### src/rtl/spi_master_transmitter.sv
// SPI master: shifts one DATA_WIDTH-bit word out on MOSI and in on MISO, MSB first,
// in any {CKP,CPH} mode, with SCK divided down from CLK by CLK_DIV.
module spi_master_transmitter #(
  parameter int DATA_WIDTH = 16,
  parameter int CLK_DIV    = 4
) (
  input  logic                  CLK,
  input  logic                  RESET,
  input  logic                  start_transaction,
  input  logic                  CKP,
  input  logic                  CPH,
  input  logic [DATA_WIDTH-1:0] tx_data,
  input  logic                  MISO,
  output logic                  SCK,
  output logic                  SS,
  output logic                  MOSI,
  output logic [DATA_WIDTH-1:0] rx_data,
  output logic                  busy,
  output logic                  done,
  output logic [1:0]            fsm_state
);

  localparam int DIV_W  = $clog2(CLK_DIV) + 1;
  localparam int EDGE_W = $clog2(2 * DATA_WIDTH) + 1;
  localparam logic [DIV_W-1:0]  DIV_LAST  = DIV_W'(CLK_DIV - 1);
  localparam logic [EDGE_W-1:0] EDGE_LAST = EDGE_W'(2 * DATA_WIDTH);
  localparam logic [EDGE_W-1:0] EDGE_ONE  = EDGE_W'(1);

  typedef enum logic [1:0] {IDLE, SETUP, TRANSFER, HOLD} state_t;

  state_t                state;
  logic                  prev_start;
  logic [DIV_W-1:0]      div_cnt;
  logic [EDGE_W-1:0]     edge_cnt;
  logic [DATA_WIDTH-1:0] tx_shift;
  logic [DATA_WIDTH-1:0] rx_shift;
  logic                  mode_ckp;
  logic                  mode_cph;

  logic                  start_pulse;
  logic [EDGE_W-1:0]     edge_next;
  logic                  leading;

  assign start_pulse = start_transaction & ~prev_start;
  assign edge_next   = edge_cnt + EDGE_ONE;
  // Toggle numbers start at 1; odd toggles move SCK away from its idle level.
  assign leading     = edge_next[0];
  assign fsm_state   = state;

  always_ff @(posedge CLK) begin
    if (!RESET) begin
      state      <= IDLE;
      prev_start <= 1'b0;
      div_cnt    <= '0;
      edge_cnt   <= '0;
      tx_shift   <= '0;
      rx_shift   <= '0;
      mode_ckp   <= 1'b0;
      mode_cph   <= 1'b0;
      SS         <= 1'b1;
      SCK        <= 1'b0;
      MOSI       <= 1'b0;
      rx_data    <= '0;
      busy       <= 1'b0;
      done       <= 1'b0;
    end else begin
      prev_start <= start_transaction;
      done       <= 1'b0;
      case (state)
        IDLE: begin
          SS       <= 1'b1;
          busy     <= 1'b0;
          MOSI     <= 1'b0;
          SCK      <= CKP;
          div_cnt  <= '0;
          edge_cnt <= '0;
          if (start_pulse) begin
            tx_shift <= tx_data;
            rx_shift <= '0;
            mode_ckp <= CKP;
            mode_cph <= CPH;
            SS       <= 1'b0;
            busy     <= 1'b1;
            state    <= SETUP;
            if (!CPH) MOSI <= tx_data[DATA_WIDTH-1];
          end
        end

        SETUP: begin
          SCK <= mode_ckp;
          if (div_cnt == DIV_LAST) begin
            div_cnt  <= '0;
            edge_cnt <= '0;
            state    <= TRANSFER;
          end else begin
            div_cnt <= div_cnt + DIV_W'(1);
          end
        end

        TRANSFER: begin
          if (div_cnt == DIV_LAST) begin
            div_cnt  <= '0;
            SCK      <= ~SCK;
            edge_cnt <= edge_next;
            if (leading) begin
              if (!mode_cph) begin
                rx_shift <= {rx_shift[DATA_WIDTH-2:0], MISO};
              end else if (edge_next == EDGE_ONE) begin
                MOSI <= tx_shift[DATA_WIDTH-1];
              end else begin
                tx_shift <= tx_shift << 1;
                MOSI     <= tx_shift[DATA_WIDTH-2];
              end
            end else begin
              if (mode_cph) begin
                rx_shift <= {rx_shift[DATA_WIDTH-2:0], MISO};
              end else if (edge_next != EDGE_LAST) begin
                tx_shift <= tx_shift << 1;
                MOSI     <= tx_shift[DATA_WIDTH-2];
              end
            end
            if (edge_next == EDGE_LAST) state <= HOLD;
          end else begin
            div_cnt <= div_cnt + DIV_W'(1);
          end
        end

        HOLD: begin
          SCK <= mode_ckp;
          if (div_cnt == DIV_LAST) begin
            div_cnt <= '0;
            SS      <= 1'b1;
            busy    <= 1'b0;
            rx_data <= rx_shift;
            done    <= 1'b1;
            MOSI    <= 1'b0;
            state   <= IDLE;
          end else begin
            div_cnt <= div_cnt + DIV_W'(1);
          end
        end

        default: state <= IDLE;
      endcase
    end
  end

endmodule
### config.mk
export PLATFORM = sky130hd
export DESIGN_NAME = spi_master_transmitter
export DESIGN_NICKNAME = d
export VERILOG_FILES = /design/src/rtl/spi_master_transmitter.sv
export SDC_FILE = /design/constraint.sdc
export NUM_CORES = 1
export LEC_CHECK = 0
export ABC_AREA = 1
export ABC_CLOCK_PERIOD_IN_PS = 2700
export CORE_UTILIZATION = 35
export CTS_CLUSTER_SIZE = 24
export DETAILED_ROUTE_END_ITERATION = 16
export DONT_BUFFER_PORTS = 1
export SLEW_MARGIN = 20
export SYNTH_ARGS = -nofsm -noshare
export SYNTH_HDL_FRONTEND = slang
export SYNTH_SLANG_ARGS = --single-unit
### constraint.sdc
create_clock -name CLK -period 2.7 [get_ports CLK]
set_clock_uncertainty 0.15 [all_clocks]
set_input_delay 0.675 -clock CLK [delete_from_list [all_inputs] [get_ports CLK]]
set_output_delay 0.675 -clock CLK [all_outputs]
set_load 0.02 [all_outputs]
==> key figures <==
Timing
  – Worst-margin pin slew: 745 ps
  – Setup slack after layout: 535 ps
  – RSZ-0062 raised after global routing: false
  – Fin crit share: 80.2%
  – Slew margin rel.: 50.3%
  – Final count of pins violating max slew: 0
  – Final-report setup violation count: 0
  – Fin. Hold Viols: 0
  – Setup TNS: 0 ps
  – Final min period: 2170 ps
  – Max frequency: 0.462 GHz

Finish
  – Area Growth Syn to Fin: 7.45%
  – Share of cells above drive strength 1: 8.26%
  – Area occupied by registers: 1340 um^2
  – Final Cell Area: 3380 um^2
  – Final Non-Filler Cells: 544
  – Most frequent cells in the layout: nand2_1 (92), dfxtp_1 (67), nor2_1 (60)
  – Antenna cells: 0
  – Nets: 465
  – Layout fillers: 894
  – Commonest non-fill, non-tap cell in the layout: nand2_1
  – Area of the multi-input gates: 1480 um^2

Clocking
  – # hold bufs at CTS: 0
  – CTS max path bufs: 2
  – CTS root buffer: clkbuf_8
  – H-tree levels: 3
  – CTS sink count: 67
  – Reg clk slew, reported paths: 70 ps
  – Post-CTS Setup Bufs: 0
  – TritonCTS buffer count: 9
  – CTS tree: yes
  – Clock Latency Late Sink: 340 ps
  – Post_cts resized: 0

Synth
  – Sequential fraction of the synthesis area: 42.7%
  – Post-Synth Simple-Gate Area: 27.6%
  – Mapped Area: 3140 um^2
  – Post-synth ARST share: 0%
  – FF+latch count, synth: 67
  – Largest family of logic cells by synthesized area: simple AND/OR/NAND/NOR gates
  – Synth Area in XOR/XNOR: 0%
  – Cell variety after synth: 32
  – Compound-Gate Fraction of Synth Area: 15.5%
  – Post-Syn Area per Cell: 7.19 um^2
  – Post-synthesis adder-cell area fraction: 3.98%
  – Syn Nets: 469
  – Synthesized instance count: 437
  – EDFF count, synth: 0
  – Yosys Warn Count: 0
  – Post-synthesis mux area share: 0%
  – Primary FF master, synth: dfxtp_1

Critical path
  – CP Capture Type: flip-flop
  – Critical Path End: tx_shift[7]$_SDFFE_PN0P_
  – Setup CP Type: reg -> reg
  – Startpoint types: flip-flop
  – Crit. Startpoint: edge_cnt[0]$_SDFFE_PN0P_
  – Worst Path Arrival: 2250 ps
  – Reg-to-reg critical path endpoint: tx_shift[7]$_SDFFE_PN0P_
  – R2R cell count: 12
  – R2r setup slk: 530 ps
  – Critical Path Fanout Max: 28
  – R2R Path Start: edge_cnt[0]$_SDFFE_PN0P_
  – Data required, critical path: 2790 ps

Detailed routing
  – Wire length per cell: 11.7 um
  – Drt pass-1 iters: 4
  – Final wirelength: 6.37 mm
  – # DRC: 0
  – DR iter-0 viols: 133
  – Detail Route Antenna Nets: 0
  – DR vias: 2540
  – Drt via density: 4.67

Worst hold path
  – Worst Hold Launch: RESET
  – Min-Delay Path Class: in -> reg

Power and ir drop
  – Clock power frac: 19.5%
  – Sequential share of power: 36.5%
  – Power per cell area: 1100 nW/um^2
  – Total Power: 0.00373 W
  – Switching power share of the total: 42.7%
  – NetSw: 0.00159 W
  – Pint: 0.00213 W
  – Leak Pwr: 1.45 nW
  – Peak VDD IR: 0.337 mV
  – Share of total power in combinational logic: 44.0%

Run
  – Max Cap Violations: 0

Global routing
  – Gr ovfl total: 0
  – GRT Util Overall: 14.7%
  – First-pass GRT wire length: 11.2 mm
  – Initial antenna violation count: 0
  – Largest net degree at the start of global routing: 43
  – Vias in the first global route: 2453

Place
  – Placed instance area: 3210 um^2
  – Dpl cells: 530
  – Routability Congestion: 0.813
  – Dpl hpwl: 4.40 mm
  – Pre-CTS setup slack: 549 ps
  – IO buf count: 0

Floorplanning
  – Initial Utilization: 36.0%
  – Row count: 34
  – Die width: 96.7 um
  – Die H: 96.7 um
  – CORE AREA: 8720 um^2
  – I/O pin count: 45
  – Full die area: 9360 um^2

Outcome
  – Status: finished clean
## worst min path at each step
stage | endpoint | slack (ps) | depth (start not counted)
after floorplan | div_cnt[0]$_SDFF_PP0_ | 250 | 1
after global placement | div_cnt[0]$_SDFF_PP0_ | 260 | 1
after detailed placement | div_cnt[0]$_SDFF_PP0_ | 270 | 1
after CTS | SS$_SDFFE_PN1P_ | 250 | 1
after global routing | SS$_SDFFE_PN1P_ | 260 | 1
final | SS$_SDFFE_PN1P_ | 260 | 1
## worst max-delay path, stage by stage, from the launching register on
cell,delay (ps)
dfxtp_1,560
ha_1,280
nand2_1,80
nand2_1,80
nand3_1,130
nor2_2,170
nand2_2,100
nand2_2,80
nand2_4,90
nand2_8,180
nand2_1,80
nand2_1,60
nor2_1,40
## cell type report
class                      count  area share, %
sequential                    67           39.7
clock buffer                  10           4.08
multi-input combinational    294           43.8
inverter                      55           6.15
clock inverter                 4          0.852
tap                          108           4.00
timing repair buffer           6           1.33
## Yosys cell counts (2+ instances only)
| library cell | n | area share [%] |
|---|---|---|
| nand3_1 | 16 | 2.5 |
| nand4_1 | 3 | 0.60 |
| buf_1 | 2 | 0.24 |
| nor2_2 | 5 | 1.0 |
| nand3b_1 | 7 | 1.7 |
| a21oi_1 | 40 | 6.4 |
| nand2_1 | 92 | 11 |
| inv_1 | 52 | 6.2 |
| nor2_1 | 60 | 7.2 |
| dfxtp_1 | 67 | 43 |
| buf_4 | 2 | 0.48 |
| a211oi_1 | 9 | 2.2 |
| nor3_1 | 2 | 0.32 |
| clkbuf_1 | 11 | 1.3 |
| buf_2 | 3 | 0.48 |
| nand2_2 | 3 | 0.60 |
| ha_1 | 10 | 4.0 |
| o21ai_0 | 37 | 5.9 |
| buf_6 | 3 | 1.1 |
## stage by stage
step / hold slack [ps] / utilization [%]
2_1_floorplan: 249 / -
3_3_place_gp: 257 / 36.8
3_5_place_dp: 267 / 36.8
4_1_cts: 246 / 38.7
5_1_grt: 255 / 38.7
6_report: 256 / 38.7
## kinds of logic (layout without fill, tap and decap cells)
group / count (synthesis) / count (layout)
AOI/OAI and AO/OA: 90 / 90
adders and majority gates: 10 / 10
buffers and inverters: 76 / 75
DFF: 67 / 67
and+or+nand+nor: 194 / 194
## registers in the layout, summed over array words and instances (netlist names), 2 cells and up
signal	flops
rx_data	16
tx_shift	16
div_cnt	3
edge_cnt	6
rx_shift	16
fsm_state	2
## layer usage
layer	up-vias	wire length [um]	global-route usage, %
li1	1375	-	-
met1	1117	3090	18.9
met2	40	2890	22.9
met3	8	294	4.55
met4	0	95	6.20
met5	-	0	0
## power by group through the flow
stage | logic [W] | clock network (W) | registers [W]
2_1_floorplan | 0.00144 | 0 | 0.00136
3_3_place_gp | 0.00160 | 0 | 0.00138
3_5_place_dp | 0.00164 | 0 | 0.00138
4_1_cts | 0.00165 | 0.000751 | 0.00136
5_1_grt | 0.00189 | 0.000800 | 0.00139
6_report | 0.00164 | 0.000728 | 0.00136
Power figures use the tool's default switching activity.
